[src/rtl/a5_pkg.sv]
// rtl/a5_pkg.sv - shared constants and state encoding for the A5/1 keystream sequencer
`timescale 1ns/1ps
package a5_pkg;
  localparam int A5_KEYLEN   = 64;
  localparam int A5_FRAMELEN = 22;
  localparam int A5_MIX      = 100;
  localparam int A5_KS       = 228;
  localparam int A5_NREG     = 3;
  localparam int A5_SEQLEN   = A5_KEYLEN + A5_FRAMELEN;

  typedef enum logic [2:0] {
    IDLE,
    CLEAR,
    LOAD,
    MIX,
    RUN,
    DONE
  } a5_state_e;
endpackage

[src/rtl/a5_keystream_ctrl_if.sv]
// rtl/a5_keystream_ctrl_if.sv - host/LFSR/keystream signal bundle of the A5/1 sequencer
`timescale 1ns/1ps
interface a5_keystream_ctrl_if;
  import a5_pkg::*;

  logic                   start;
  logic [A5_KEYLEN-1:0]   key;
  logic [A5_FRAMELEN-1:0] frame;
  logic                   ready;
  logic                   clear_en;
  logic                   load_en;
  logic                   load_bit;
  logic [A5_NREG-1:0]     sync_bits;
  logic [A5_NREG-1:0]     exposed;
  logic [A5_NREG-1:0]     step_en;
  logic                   ks_bit;
  logic                   ks_valid;
  logic                   ks_ready;
  logic                   done;

  modport master (
    output start, key, frame, sync_bits, exposed, ks_ready,
    input  ready, clear_en, load_en, load_bit, step_en, ks_bit, ks_valid, done
  );

  modport slave (
    input  start, key, frame, sync_bits, exposed, ks_ready,
    output ready, clear_en, load_en, load_bit, step_en, ks_bit, ks_valid, done
  );
endinterface

[src/rtl/a5_majority.sv]
// rtl/a5_majority.sv - majority vote over the three clocking bits and per-register step mask
`timescale 1ns/1ps
module a5_majority
  import a5_pkg::*;
(
  input  logic [A5_NREG-1:0] sync_bits,
  output logic [A5_NREG-1:0] step_en
);
  logic majority;

  assign majority = (sync_bits[0] & sync_bits[1]) |
                    (sync_bits[0] & sync_bits[2]) |
                    (sync_bits[1] & sync_bits[2]);

  // A register steps when its clocking bit agrees with the vote.
  assign step_en = ~(sync_bits ^ {A5_NREG{majority}});
endmodule

[src/rtl/a5_keystream_ctrl.sv]
// rtl/a5_keystream_ctrl.sv - A5/1 sequencer: clear, serial key/frame load, mix, handshaked keystream
`timescale 1ns/1ps
module a5_keystream_ctrl
  import a5_pkg::*;
(
  input  logic               clock,
  input  logic               reset,
  a5_keystream_ctrl_if.slave bus
);
  localparam logic [6:0] LOAD_LAST = 7'(A5_SEQLEN - 1);
  localparam logic [6:0] MIX_LAST  = 7'(A5_MIX - 1);
  localparam logic [7:0] KS_TOTAL  = 8'(A5_KS);
  localparam logic [7:0] KS_LAST   = 8'(A5_KS - 1);

  a5_state_e            state;
  a5_state_e            state_next;
  logic [A5_SEQLEN-1:0] seq;
  logic [6:0]           load_idx;
  logic [6:0]           mix_cnt;
  logic [7:0]           issued;
  logic [7:0]           accepted;
  logic                 pending;
  logic                 out_bit;
  logic                 out_valid;
  logic [A5_NREG-1:0]   mask;
  logic                 slot_free;
  logic                 bit_taken;
  logic                 run_step;

  a5_majority u_majority (
    .sync_bits (bus.sync_bits),
    .step_en   (mask)
  );

  assign slot_free    = ~out_valid | bus.ks_ready;
  assign bit_taken    = out_valid & bus.ks_ready;
  assign bus.ks_bit   = out_bit;
  assign bus.ks_valid = out_valid;

  always_ff @(posedge clock) begin
    if (reset) begin
      state <= IDLE;
    end else begin
      state <= state_next;
    end
  end

  always_comb begin
    state_next   = state;
    bus.ready    = 1'b0;
    bus.clear_en = 1'b0;
    bus.load_en  = 1'b0;
    bus.load_bit = 1'b0;
    bus.step_en  = '0;
    bus.done     = 1'b0;
    run_step     = 1'b0;
    case (state)
      IDLE: begin
        bus.ready = 1'b1;
        if (bus.start) state_next = CLEAR;
      end
      CLEAR: begin
        bus.clear_en = 1'b1;
        state_next   = LOAD;
      end
      LOAD: begin
        bus.load_en  = 1'b1;
        bus.load_bit = seq[0];
        if (load_idx == LOAD_LAST) state_next = MIX;
      end
      MIX: begin
        bus.step_en = mask;
        if (mix_cnt == MIX_LAST) state_next = RUN;
      end
      RUN: begin
        if (slot_free && (issued != KS_TOTAL)) begin
          run_step    = 1'b1;
          bus.step_en = mask;
        end
        if (bit_taken && (accepted == KS_LAST)) state_next = DONE;
      end
      DONE: begin
        bus.done   = 1'b1;
        state_next = IDLE;
      end
      default: state_next = IDLE;
    endcase
  end

  // pending marks a step whose result is visible on exposed but not yet captured;
  // exposed stays put while stalled because no further step is issued.
  always_ff @(posedge clock) begin
    if (reset) begin
      seq       <= '0;
      load_idx  <= '0;
      mix_cnt   <= '0;
      issued    <= '0;
      accepted  <= '0;
      pending   <= 1'b0;
      out_bit   <= 1'b0;
      out_valid <= 1'b0;
    end else begin
      case (state)
        IDLE: begin
          if (bus.start) seq <= {bus.frame, bus.key};
        end
        CLEAR: begin
          load_idx <= '0;
          mix_cnt  <= '0;
          issued   <= '0;
          accepted <= '0;
          pending  <= 1'b0;
        end
        LOAD: begin
          seq      <= seq >> 1;
          load_idx <= load_idx + 7'd1;
        end
        MIX: begin
          mix_cnt <= mix_cnt + 7'd1;
        end
        RUN: begin
          if (slot_free) begin
            out_valid <= pending;
            if (pending) out_bit <= ^bus.exposed;
            pending <= run_step;
          end
          if (run_step) issued <= issued + 8'd1;
          if (bit_taken) accepted <= accepted + 8'd1;
        end
        DONE: begin
          out_valid <= 1'b0;
        end
        default: ;
      endcase
    end
  end
endmodule

[src/flat_wrapper.sv]
// flat-port wrapper written by rule: the top's interface ports become plain ports
module a5_keystream_ctrl_flat import a5_pkg::*;
  (clock, reset, bus_start, bus_key, bus_frame, bus_sync_bits, bus_exposed, bus_ks_ready, bus_ready, bus_clear_en, bus_load_en, bus_load_bit, bus_step_en, bus_ks_bit, bus_ks_valid, bus_done);
  a5_keystream_ctrl_if bus_i ();
  input  logic clock;
  input  logic reset;
  input wire logic [$bits(bus_i.start)-1:0] bus_start;
  input wire logic [$bits(bus_i.key)-1:0] bus_key;
  input wire logic [$bits(bus_i.frame)-1:0] bus_frame;
  input wire logic [$bits(bus_i.sync_bits)-1:0] bus_sync_bits;
  input wire logic [$bits(bus_i.exposed)-1:0] bus_exposed;
  input wire logic [$bits(bus_i.ks_ready)-1:0] bus_ks_ready;
  output wire logic [$bits(bus_i.ready)-1:0] bus_ready;
  output wire logic [$bits(bus_i.clear_en)-1:0] bus_clear_en;
  output wire logic [$bits(bus_i.load_en)-1:0] bus_load_en;
  output wire logic [$bits(bus_i.load_bit)-1:0] bus_load_bit;
  output wire logic [$bits(bus_i.step_en)-1:0] bus_step_en;
  output wire logic [$bits(bus_i.ks_bit)-1:0] bus_ks_bit;
  output wire logic [$bits(bus_i.ks_valid)-1:0] bus_ks_valid;
  output wire logic [$bits(bus_i.done)-1:0] bus_done;
  assign bus_i.start = bus_start;
  assign bus_i.key = bus_key;
  assign bus_i.frame = bus_frame;
  assign bus_i.sync_bits = bus_sync_bits;
  assign bus_i.exposed = bus_exposed;
  assign bus_i.ks_ready = bus_ks_ready;
  assign bus_ready = bus_i.ready;
  assign bus_clear_en = bus_i.clear_en;
  assign bus_load_en = bus_i.load_en;
  assign bus_load_bit = bus_i.load_bit;
  assign bus_step_en = bus_i.step_en;
  assign bus_ks_bit = bus_i.ks_bit;
  assign bus_ks_valid = bus_i.ks_valid;
  assign bus_done = bus_i.done;
  a5_keystream_ctrl u_core (.clock(clock), .reset(reset), .bus(bus_i));
endmodule
[config.mk]
export PLATFORM = sky130hd
export DESIGN_NAME = a5_keystream_ctrl_flat
export DESIGN_NICKNAME = d
export VERILOG_FILES = /design/src/rtl/a5_pkg.sv /design/src/rtl/a5_keystream_ctrl_if.sv /design/src/rtl/a5_majority.sv /design/src/rtl/a5_keystream_ctrl.sv /design/src/flat_wrapper.sv
export SDC_FILE = /design/constraint.sdc
export NUM_CORES = 1
export LEC_CHECK = 0
export CAP_MARGIN = 20
export CELL_PAD_IN_SITES_DETAIL_PLACEMENT = 0
export CELL_PAD_IN_SITES_GLOBAL_PLACEMENT = 2
export CORE_MARGIN = 4
export CORE_UTILIZATION = 32
export DETAILED_ROUTE_END_ITERATION = 10
export PLACE_DENSITY_LB_ADDON = 0.12
export SYNTH_ARGS = -nofsm -noshare
export SYNTH_HDL_FRONTEND = slang
export SYNTH_SLANG_ARGS = --single-unit
[constraint.sdc]
create_clock -name clock -period 2.4 [get_ports clock]
set_input_delay 0.48 -clock clock [delete_from_list [all_inputs] [get_ports clock]]
set_output_delay 0.48 -clock clock [all_outputs]
set_load 0.01 [all_outputs]
Yosys cells after proc, flatten, opt, wreduce, memory -nomap -nowiden

Index checks and enable logic that the tools add are counted.

$add $sub $neg: 4
Eq/ne operators: 16
Mux-type cells: 26
Bitwise gates (word level): 10
Reduce and logical (&&, ||, !) cells: 16

Operator list:

| cell                                                 | count |
|---|---|
| one-hot mux 86 bit (2 select lines)                  | 1 |
| two-way mux 86 bit                                   | 1 |
| one-hot mux 8 bit (2 select lines)                   | 2 |
| one-hot mux 7 bit (2 select lines)                   | 2 |
| adder 8 x 1 -> 8 bit (second input constant)         | 2 |
| two-way mux 8 bit                                    | 2 |
| two-way mux 3 bit                                    | 5 |
| one-hot mux 3 bit (5 select lines)                   | 1 |
| adder 7 x 1 -> 7 bit (second input constant)         | 2 |
| equality test 7 bit (second input constant)          | 2 |
| != test 2 x 1 -> 1 bit (second input constant)       | 6 |
| AND reduction 2 bit                                  | 5 |
| nonzero test 2 bit                                   | 5 |
| two-way mux 1 bit                                    | 9 |
| equality test 8 bit (second input constant)          | 1 |
| != test 8 bit (second input constant)                | 1 |
| equality test 3 x 2 -> 1 bit (second input constant) | 2 |
| equality test 3 bit (second input constant)          | 2 |
| one-hot mux 3 bit (2 select lines)                   | 1 |
| bitwise AND 1 bit                                    | 4 |
| one-hot mux 1 bit (2 select lines)                   | 2 |
| AND reduction 4 bit                                  | 1 |
| equality test 3 x 1 -> 1 bit (second input constant) | 1 |
| zero test 3 bit                                      | 1 |
| other kinds (8)                                      | 11 |

Bits in registers: 122
Input bits: 96
Output and inout port bits: 10
Logic and storage cells: 81

Depth between registers and ports, before layout

Gate-level depths: netlist (run 1).

Word-level depth: 7
Mapped depth: 8
Gate-level depth less buffers: 6

Cells and area by module

A second synthesis (run 1) with hierarchy kept.

Cell total of the unflattened synthesis: 691
Area, all modules: 5601.6 sq um

Modules (own cells, without submodules):

| module            | times used | cells each | area each (sq um) | sequential area each (sq um) |
|---|---|---|---|---|
| a5_keystream_ctrl | 1          | 684        | 5551.6            | 2442.3 |
| a5_majority       | 1          | 7          | 50.0              | 0.0 |

Worst setup path after synthesis (run 1)

OpenSTA, ideal clock, no wires.

Kind: register to output
Start point: reg u_core.issued[0]
End point: out bus_step_en[0]
Data arrival time: 1.534 ns
Required time: 1.920 ns
Path slack: 0.386 ns
Stages on the path, launching flop included: 7
Path buffers: 0
Cell sequence: dfxtp_1 > inv_1 > ha_1 > nand4_1 > or4b_2 > nand2_1 > a221oi_1

Longest elaborated chain between the ends: 4

Ends and longest elaborated chain:

| element                            | line                     | text |
|---|---|---|
| start, declared                    | a5_keystream_ctrl.sv:20  | `logic [7:0] issued;` |
| start signal, assigned             | a5_keystream_ctrl.sv:127 | `if (run_step) issued <= issued + 8'd1;` |
| != test 8 bit                      | a5_keystream_ctrl.sv:76  | `if (slot_free && (issued != KS_TOTAL)) begin` |
| logical AND 1 bit                  | a5_keystream_ctrl.sv:76  |  |
| two-way mux 3 bit                  | a5_keystream_ctrl.sv:76  |  |
| one-hot mux 3 bit (2 select lines) | a5_keystream_ctrl.sv:57  | `case (state)` |
| end, declared                      | flat_wrapper.sv:17       | `output wire logic [$bits(bus_i.step_en)-1:0] bus_step_en;` |

No other way between the ends.

Worst setup path in the final report (run 1)

Start point: reg u_core.issued[0]
End point: out bus_step_en[2]

The elaborated chain is that of the path after synthesis.

==> results of run 1 <==
metrics by stage:
step / area (sq um) / power, W / hold WS (ns)
CTS: 8225 / 0.007421 / 0.4744
detailed placement: 7515 / 0.004464 / 0.4721
finish: 8247 / 0.007314 / 0.4766
global route: 8247 / 0.007747 / 0.4885
floorplan: 6148 / 0.003949 / 0.4425
global placement: 7515 / 0.004416 / 0.4557
critical path, delay by kind of cell, from the launching register on:
kind	cells	cell delay, ns
and+or+nand+nor	3	0.74
AOI/OAI and AO/OA	1	0.06
DFF	1	0.32
adders and majority gates	1	0.14
buffers and inverters	2	0.22
synthesized netlist by cell type, types with 5 or more instances:
| master | n | area, sq um |
|---|---|---|
| a21oi_1 | 26 | 130.1 |
| dfxtp_1 | 122 | 2442 |
| clkbuf_1 | 29 | 108.9 |
| nand2_1 | 182 | 683.2 |
| inv_1 | 13 | 48.80 |
| o31ai_1 | 5 | 37.54 |
| ha_1 | 6 | 75.07 |
| a211oi_1 | 5 | 37.54 |
| buf_6 | 9 | 101.4 |
| nand4_1 | 7 | 43.79 |
| o21ai_0 | 5 | 25.02 |
| nand3_1 | 16 | 80.08 |
| nor2_1 | 109 | 409.1 |
| a311oi_2 | 76 | 1141 |
| buf_2 | 16 | 80.08 |
| xnor2_1 | 8 | 70.07 |
| a311oi_1 | 9 | 78.83 |
state kept, by name (all words and copies together) (netlist names):
name	count
u_core.seq	86
u_core.issued	8
u_core.state	3
u_core.accepted	8
u_core.bus.ks_valid	1
u_core.pending	1
u_core.bus.ks_bit	1
u_core.mix_cnt	7
u_core.load_idx	7
how the worst max path moves through the flow:
stage | end | slack, ns | cells past startpoint
2_1_floorplan | bus_step_en[0] | 0.39 | 6
3_3_place_gp | bus_step_en[0] | -0.38 | 6
3_5_place_dp | bus_step_en[0] | -0.37 | 6
4_1_cts | bus_step_en[0] | -0.02 | 7
5_1_grt | bus_step_en[2] | -0.07 | 7
6_report | bus_step_en[2] | 0.02 | 7
logic make-up after synthesis:
logic type	Yosys count
mux	5
xor+xnor	8
simple gates	357
flops	122
compound gates	144
buf+inv	72
fa+ha+maj	6
power breakdown:
part | switching, W | internal [W] | total [W]
clock network | 0.000914 | 0.00200 | 0.00291
logic | 0.00109 | 0.000788 | 0.00188
registers | 0.000166 | 0.00235 | 0.00252
final cells by class:
type | instances | area share (%)
Tap cell | 260 | 3.945
Clock buffer | 24 | 6.205
Multi-Input combinational cell | 520 | 41.21
Inverter | 14 | 0.6676
Timing Repair Buffer | 139 | 16.39
Clock inverter | 6 | 1.912
Sequential cell | 122 | 29.68
metal layers:
metal | up-vias | GRT usage (%) | wire [um]
met3 | 15 | 4.221 | 560
met1 | 2578 | 18.57 | 7129
li1 | 2736 | - | -
met2 | 75 | 23.48 | 7486
met4 | 0 | 3.669 | 146
met5 | - | 0 | 0
timing repair:
item	CTS	global route
setup buffers	2	1
gates cloned	0	0
pin swaps	3	6
gates resized for setup	29	3
setup endpoints to repair	7	3
==> results.cfg, run 1 <==
[synth]
syn_inst = 714
yosys_warnings = 0
synthArstFlopShare_pct = 0
synth_seq_cells = 122
syn-mean-instance-area_sq_um = 8.611
synth-edff-count = 0
synth_ff_type = dfxtp_1
post_synth_instance_area_sq_um = 6148
synth_top_family_by_area = compound AO/OA/AOI/OAI gates
synthSimpleGateAreaFrac_pct = 25.01
synth_xor_area_share_pct = 1.140
syn_nets = 816
synth_mux_area_share_pct = 0.8344
synth_compound_area_share_pct = 26.13
ys_types = 51
ys_seq_area_share_pct = 39.72
synth_adder_area_share_pct = 1.221

[global_route]
antenna_found_initial = 0
grt_pass1_wl_um = 25650
gr-total-overflow = 0
grt_pass1_vias = 5278
grt_max_degree = 90
grt_usage_pct = 14.35

[die]
start_util_pct = 32.65
fp.coreArea_sq_um = 18830
io-pin-count = 106
die_x_um = 146.6
placementRows = 50
die_y_um = 146.6
dieArea_sq_um = 21500

[clock_tree]
clock_latency_ns = 0.41
cts_tree = built
clockBufferDepth = 2
clkTransAtPathRegs_ns = 0.06
ctsHoldBuffers = 0
cts.sinks = 122
htreeDepth = 4
cts_buffers = 17
cts-root-buf = clkbuf_16

[critical_path]
reg2reg_slack_ns = 0.32
r2r_cells = 7
rr_endpoint = u_core.load_idx[4]
end_kind = output port
required_ns = 1.92
critical_path_class = reg -> out
cp-start-kind = flip-flop
crit_fanout = 4
r2r-start = u_core.state[1]
crit_chain = inv_2 > ha_4 > nand4_1 > or4b_4 > nand2_4 > a221oi_2 > buf_2
startpoint = u_core.issued[0]
slowest_delay_ns = 0.52
cp.arrival_ns = 1.90
crit_path_top_delay_cell = or4b_4

[timing]
period_share_pct = 99.02
fmax_ghz = 0.4208
skew_ns = 0.008435
finalMaxSlewViolations = 0
worst_pin_slew_ns = 0.9138
tns_ns = 0
max-slew-margin-rel_pct = 39.08
hold_viol = 0
setup_violations = 0
rsz0062_at_grt = yes
fin_crit_ns = 2.377
fin_ws_ns = 0.02346

[power_and_ir_drop]
cellLeakagePower_nw = 2.961
ir_drop_mv = 0.4364
power_density_nw_per_um2 = 886.9

[detailed_routing]
post_drt_wl_per_cell_um = 14.12
ant_nets = 0
drt_iter0_markers = 221
drc = 0
routed_wl_um = 15320
via_per_inst = 4.981
vias = 5404
firstDrtPassIters = 4

[placed_design]
gp_congestion = 0.7745
portBuffers = 105
dpl.cell_count = 1052
dp_hpwl_um = 10190
pre_cts_ws_ns = -0.3711

[finish]
multi_input_area_sq_um = 3398
mostFrequentLayoutCell = nand2_1
nets = 916
diodes = 0
layout_common_cells = nand2_1 (181), dfxtp_1 (118), nor2_1 (109)
final_util_pct = 43.79
final_cells = 1085
area.growth.synth_to_final_pct = 34.13
drive_gt1_share_pct = 20.12
n_fill_cell = 1849
regArea_sq_um = 2447

[worst_hold_path]
whs_path_depth = 2
hold_start = u_core.seq[27]
hold_path.class = reg -> reg
worstHoldEndpoint = u_core.seq[26]

[outcome]
outcome = finished, final reports clean

[job]
maxCapViolations = 0
Power figures use the tool's default switching activity.
==> run 2, diff against run 1 <==
--- a/config.mk
+++ b/config.mk
@@ -9,7 +9,7 @@
 export CELL_PAD_IN_SITES_DETAIL_PLACEMENT = 0
 export CELL_PAD_IN_SITES_GLOBAL_PLACEMENT = 2
 export CORE_MARGIN = 4
-export CORE_UTILIZATION = 32
+export CORE_UTILIZATION = 25
 export DETAILED_ROUTE_END_ITERATION = 10
 export PLACE_DENSITY_LB_ADDON = 0.12
 export SYNTH_ARGS = -nofsm -noshare
==> results.cfg, run 2 (synthesized netlist as in run 1, its figures left out) <==
[critical_path]
cp.arrival_ns = 1.86
critical_path_class = reg -> out
startpoint = u_core.issued[1]
reg2reg_slack_ns = 0.31
crit_fanout = 4
r2r-start = u_core.state[1]
end_kind = output port
required_ns = 1.92
slowest_delay_ns = 0.53
crit_chain = inv_2 > ha_4 > nand4_1 > or4b_4 > nand2_4 > a221oi_2 > buf_2
crit_path_top_delay_cell = or4b_4
cp-start-kind = flip-flop

[finish]
area.growth.synth_to_final_pct = 35.10
nets = 918
largest_reg_flops = 86
layout_common_cells = nand2_1 (181), dfxtp_1 (119), nor2_1 (109)
diodes = 0
regMostFlops = u_core.seq
reg_top3 = u_core.seq x86, u_core.accepted x8, u_core.issued x8
drive_gt1_share_pct = 20.53
mostFrequentLayoutCell = nand2_1
final_cells = 1152

[global_route]
grt_pass1_wl_um = 27190
grt_max_degree = 89
grt_pass1_vias = 5466
gr-total-overflow = 0
antenna_found_initial = 0
grt_usage_pct = 12.37

[die]
placementRows = 57
dieArea_sq_um = 27170
die_x_um = 164.8
io-pin-count = 106
die_y_um = 164.8
fp.coreArea_sq_um = 24250
start_util_pct = 25.36

[clock_tree]
ctsHoldBuffers = 0
cts_buffers = 17
cts-root-buf = clkbuf_16
clockBufferDepth = 2
htreeDepth = 4
clkTransAtPathRegs_ns = 0.06
cts.sinks = 122
cts_tree = built
clock_latency_ns = 0.41

[power_and_ir_drop]
cellLeakagePower_nw = 2.944
ir_drop_mv = 0.3738
total_power_w = 0.007028
power_density_nw_per_um2 = 846.1

[detailed_routing]
drc = 0
drt_iter0_markers = 281
post_drt_wl_per_cell_um = 14.13
routed_wl_um = 16280
ant_nets = 0
via_per_inst = 4.674
vias = 5384
firstDrtPassIters = 5

[placed_design]
portBuffers = 105
dp_hpwl_um = 10840
gp_congestion = 0.7384
dpl.cell_count = 1118
pre_cts_ws_ns = -0.4842

[timing]
rsz0062_at_grt = yes
max-slew-margin-rel_pct = 37.93
setup_violations = 0
whs_ns = 0.4769
finalMaxSlewViolations = 0
fin_ws_ns = 0.06110
worst_pin_slew_ns = 0.9310
hold_viol = 0
fin_crit_ns = 2.339
fmax_ghz = 0.4276
period_share_pct = 97.45
skew_ns = 0.008957

[worst_hold_path]
hold_start = u_core.pending
hold_path.class = reg -> reg

[outcome]
outcome = finished, final reports clean

[job]
maxCapViolations = 0
-- run 2: cell types whose count changed in the layout (fill, tap and decap cells not counted), sizes merged --
cell,delta
buf,+1
bufbuf,+1
bufinv,-3
clkbuf,-3
clkinv,+3
clkinvlp,+3
inv,+1
-- run 2: worst max-delay path, delay by kind of cell (launching register included) --
kind / cells / cell delay (ns)
DFF: 1 / 0.32
buffers and inverters: 2 / 0.21
and+or+nand+nor: 3 / 0.73
AOI/OAI and AO/OA: 1 / 0.06
adders and majority gates: 1 / 0.13
-- run 2: layout make-up --
type / instances / area (sq um)
Clock inverter: 10 / 117.6
Tap cell: 324 / 405.4
Inverter: 14 / 57.56
Timing Repair Buffer: 141 / 1404
Sequential cell: 122 / 2449
Fill cell: 2566 / 15940
Clock buffer: 21 / 470.5
Multi-Input combinational cell: 520 / 3403
-- run 2: timing repair --
item,CTS,global route
pin swaps,5,4
hold endpoints to repair,0,0
resized for setup,30,7
cloned,1,0
setup endpoints to repair,7,5
setup buffers,1,1
-- run 2: power by group --
part           internal (W)  total, W  switching [W]
clock network       0.00161   0.00255       0.000947
logic              0.000835   0.00195        0.00112
registers           0.00235   0.00252       0.000169
total               0.00479   0.00703        0.00223
-- run 2: routing by layer --
metal | up-vias | global-route usage (%) | routed length [um]
li1 | 2739 | - | -
met1 | 2550 | 15.52 | 7692
met2 | 82 | 21.08 | 7879
met3 | 13 | 3.294 | 563
met4 | 0 | 3.138 | 146
met5 | - | 0 | 0
-- run 2: metrics by stage --
step | util (%) | instance area [sq um] | TNS, ns
6_report | 34.26 | 8307 | 0
5_1_grt | 34.26 | 8307 | -0.04250
4_1_cts | 34.18 | 8288 | -0.1508
3_5_place_dp | 31.43 | 7622 | -1.387
3_3_place_gp | 31.43 | 7622 | -1.301
2_1_floorplan | - | 6148 | 0
-- run 2: final timing paths --
| path | depth (start not counted) | to |
|---|---|---|
| worst max register to register | 5 | u_core.seq[57] |
| worst min-delay path | 2 | u_core.pending |
| worst min register to register | 2 | u_core.pending |
| worst max-delay path | 7 | bus_step_en[2] |
==> run 3, diff against run 2 <==
--- a/config.mk
+++ b/config.mk
@@ -8,7 +8,6 @@
 export CAP_MARGIN = 20
 export CELL_PAD_IN_SITES_DETAIL_PLACEMENT = 0
 export CELL_PAD_IN_SITES_GLOBAL_PLACEMENT = 2
-export CORE_MARGIN = 4
 export CORE_UTILIZATION = 25
 export DETAILED_ROUTE_END_ITERATION = 10
 export PLACE_DENSITY_LB_ADDON = 0.12
==> results.cfg, run 3 (synthesized netlist as in run 1, its figures left out) <==
[outcome]
outcome = finished with violations
violations = setup timing

[detailed_routing]
routed_wl_um = 16320
vias = 5419
ant_nets = 0
post_drt_wl_per_cell_um = 14.17
firstDrtPassIters = 4
drc = 0
drt_iter0_markers = 246
via_per_inst = 4.704

[job]
maxCapViolations = 0

[timing]
period_share_pct = 101.8
setup_violations = 1
fmax_ghz = 0.4093
hold_viol = 0
fin_ws_ns = -0.04350
rsz0062_at_grt = yes
fin_crit_ns = 2.443
whs_ns = 0.4666
skew_ns = 0.01391
worst_pin_slew_ns = 0.9543
max-slew-margin-rel_pct = 36.38
finalMaxSlewViolations = 0

[critical_path]
path_buf_inv = 3
crit_fanout = 3
critical_path_class = reg -> out
crit_chain = inv_2 > ha_4 > nand4_1 > or4b_4 > nand2_4 > buf_6 > a221oi_2 > buf_2
cp.arrival_ns = 1.96
end_kind = output port
path_delay_family = simple AND/OR/NAND/NOR gates
critical_path_depth = 8
r2r_cells = 5
slowest_delay_ns = 0.52
crit_path_top_delay_cell = or4b_4
cp-start-kind = flip-flop
required_ns = 1.92

[placed_design]
portBuffers = 105
dp_hpwl_um = 10490
pre_cts_ws_ns = -0.4517
gp_congestion = 0.7459
dpl.cell_count = 1116

[die]
start_util_pct = 25.36
die_x_um = 158.8
fp.coreArea_sq_um = 24250
io-pin-count = 106
placementRows = 57
dieArea_sq_um = 25230
die_y_um = 158.8

[worst_hold_path]
whs_path_depth = 4
hold_path.class = in -> reg

[global_route]
grt_pass1_wl_um = 27600
grt_usage_pct = 13.52
grt_pass1_vias = 5555
grt_max_degree = 89
antenna_found_initial = 0
gr-total-overflow = 0

[clock_tree]
ctsHoldBuffers = 0
clock_latency_ns = 0.42
cts-root-buf = clkbuf_16
htreeDepth = 4
cts.sinks = 122
cts_buffers = 17
clkTransAtPathRegs_ns = 0.06
clockBufferDepth = 2
cts_tree = built

[finish]
layout_common_cells = nand2_1 (181), dfxtp_1 (119), nor2_1 (109)
largest_reg_flops = 86
multi_input_area_sq_um = 3383
reg_top3 = u_core.seq x86, u_core.accepted x8, u_core.issued x8
regArea_sq_um = 2449
regMostFlops = u_core.seq
nets = 918
n_fill_cell = 2549
final_cells = 1152
mostFrequentLayoutCell = nand2_1
diodes = 0
drive_gt1_share_pct = 20.05
area.growth.synth_to_final_pct = 34.68

[power_and_ir_drop]
power_density_nw_per_um2 = 851.9
cellLeakagePower_nw = 2.946
ir_drop_mv = 0.3431
## run 3: cell count changes in the layout (fill, tap and decap cells not counted), moves of 2 or more
cell,delta
a221oi_1,+2
a221oi_2,-2
clkbuf_8,-2
clkinv_2,+2
inv_6,-2
## run 3: repair_timing
action,CTS,global route
buffers inserted,2,2
setup endpoints to repair,6,3
pin swaps,3,4
endpoints found under the hold margin,0,0
gates resized for setup,26,5
gates cloned,1,0
## run 3: layer usage
layer | GRT usage (%) | up-vias | share of wire, %
li1 | - | 2743 | -
met1 | 16.86 | 2595 | 47
met2 | 23.03 | 70 | 49
met3 | 2.874 | 11 | 2.8
met4 | 4.369 | 0 | 1.1
met5 | 0 | - | 0
## run 3: report_power, final
part	leakage, nW	total (W)	internal (W)	switching (W)
clock	0.285	0.00262	0.00165	0.000974
sequential	1.01	0.00252	0.00235	0.000170
combinational	1.66	0.00191	0.000806	0.00110
## run 3: path summary, 6_finish.rpt
kind                                       start         endpoint  slack, ns
worst max-delay path            u_core.issued[0]   bus_step_en[0]      -0.04
worst min-delay path                       reset  u_core.state[1]       0.47
worst max register to register   u_core.state[1]   u_core.seq[44]       0.30
worst min register to register    u_core.seq[20]   u_core.seq[19]       0.48
## run 3: layout make-up
class                   count  area share [%]
clock inverters            12           1.813
clock buffers              19           5.349
flip-flops and latches    122           29.57
repair buffers            141           16.85
inverters                  14          0.6649
multi-input cells         520           40.86
well taps                 324           4.896
## run 3: worst reg2reg max path, cell delays in order (launching register included)
cell	delay, ns
dfxtp_4	0.36
buf_12	0.14
or3b_4	0.25
buf_4	0.66
nand2_1	0.31
a311oi_2	0.30
## run 3: metrics by stage
stage	setup TNS, ns	instance area, sq um	utilization [%]	total power, W
final	-0.04350	8280	34.15	0.007054
after global routing	-0.3377	8280	34.15	0.007495
after CTS	-0.2937	8263	34.08	0.007184
after detailed placement	-1.316	7595	31.32	0.004478
after global placement	-1.291	7595	31.32	0.004435
after floorplan	0	6148	-	0.003949
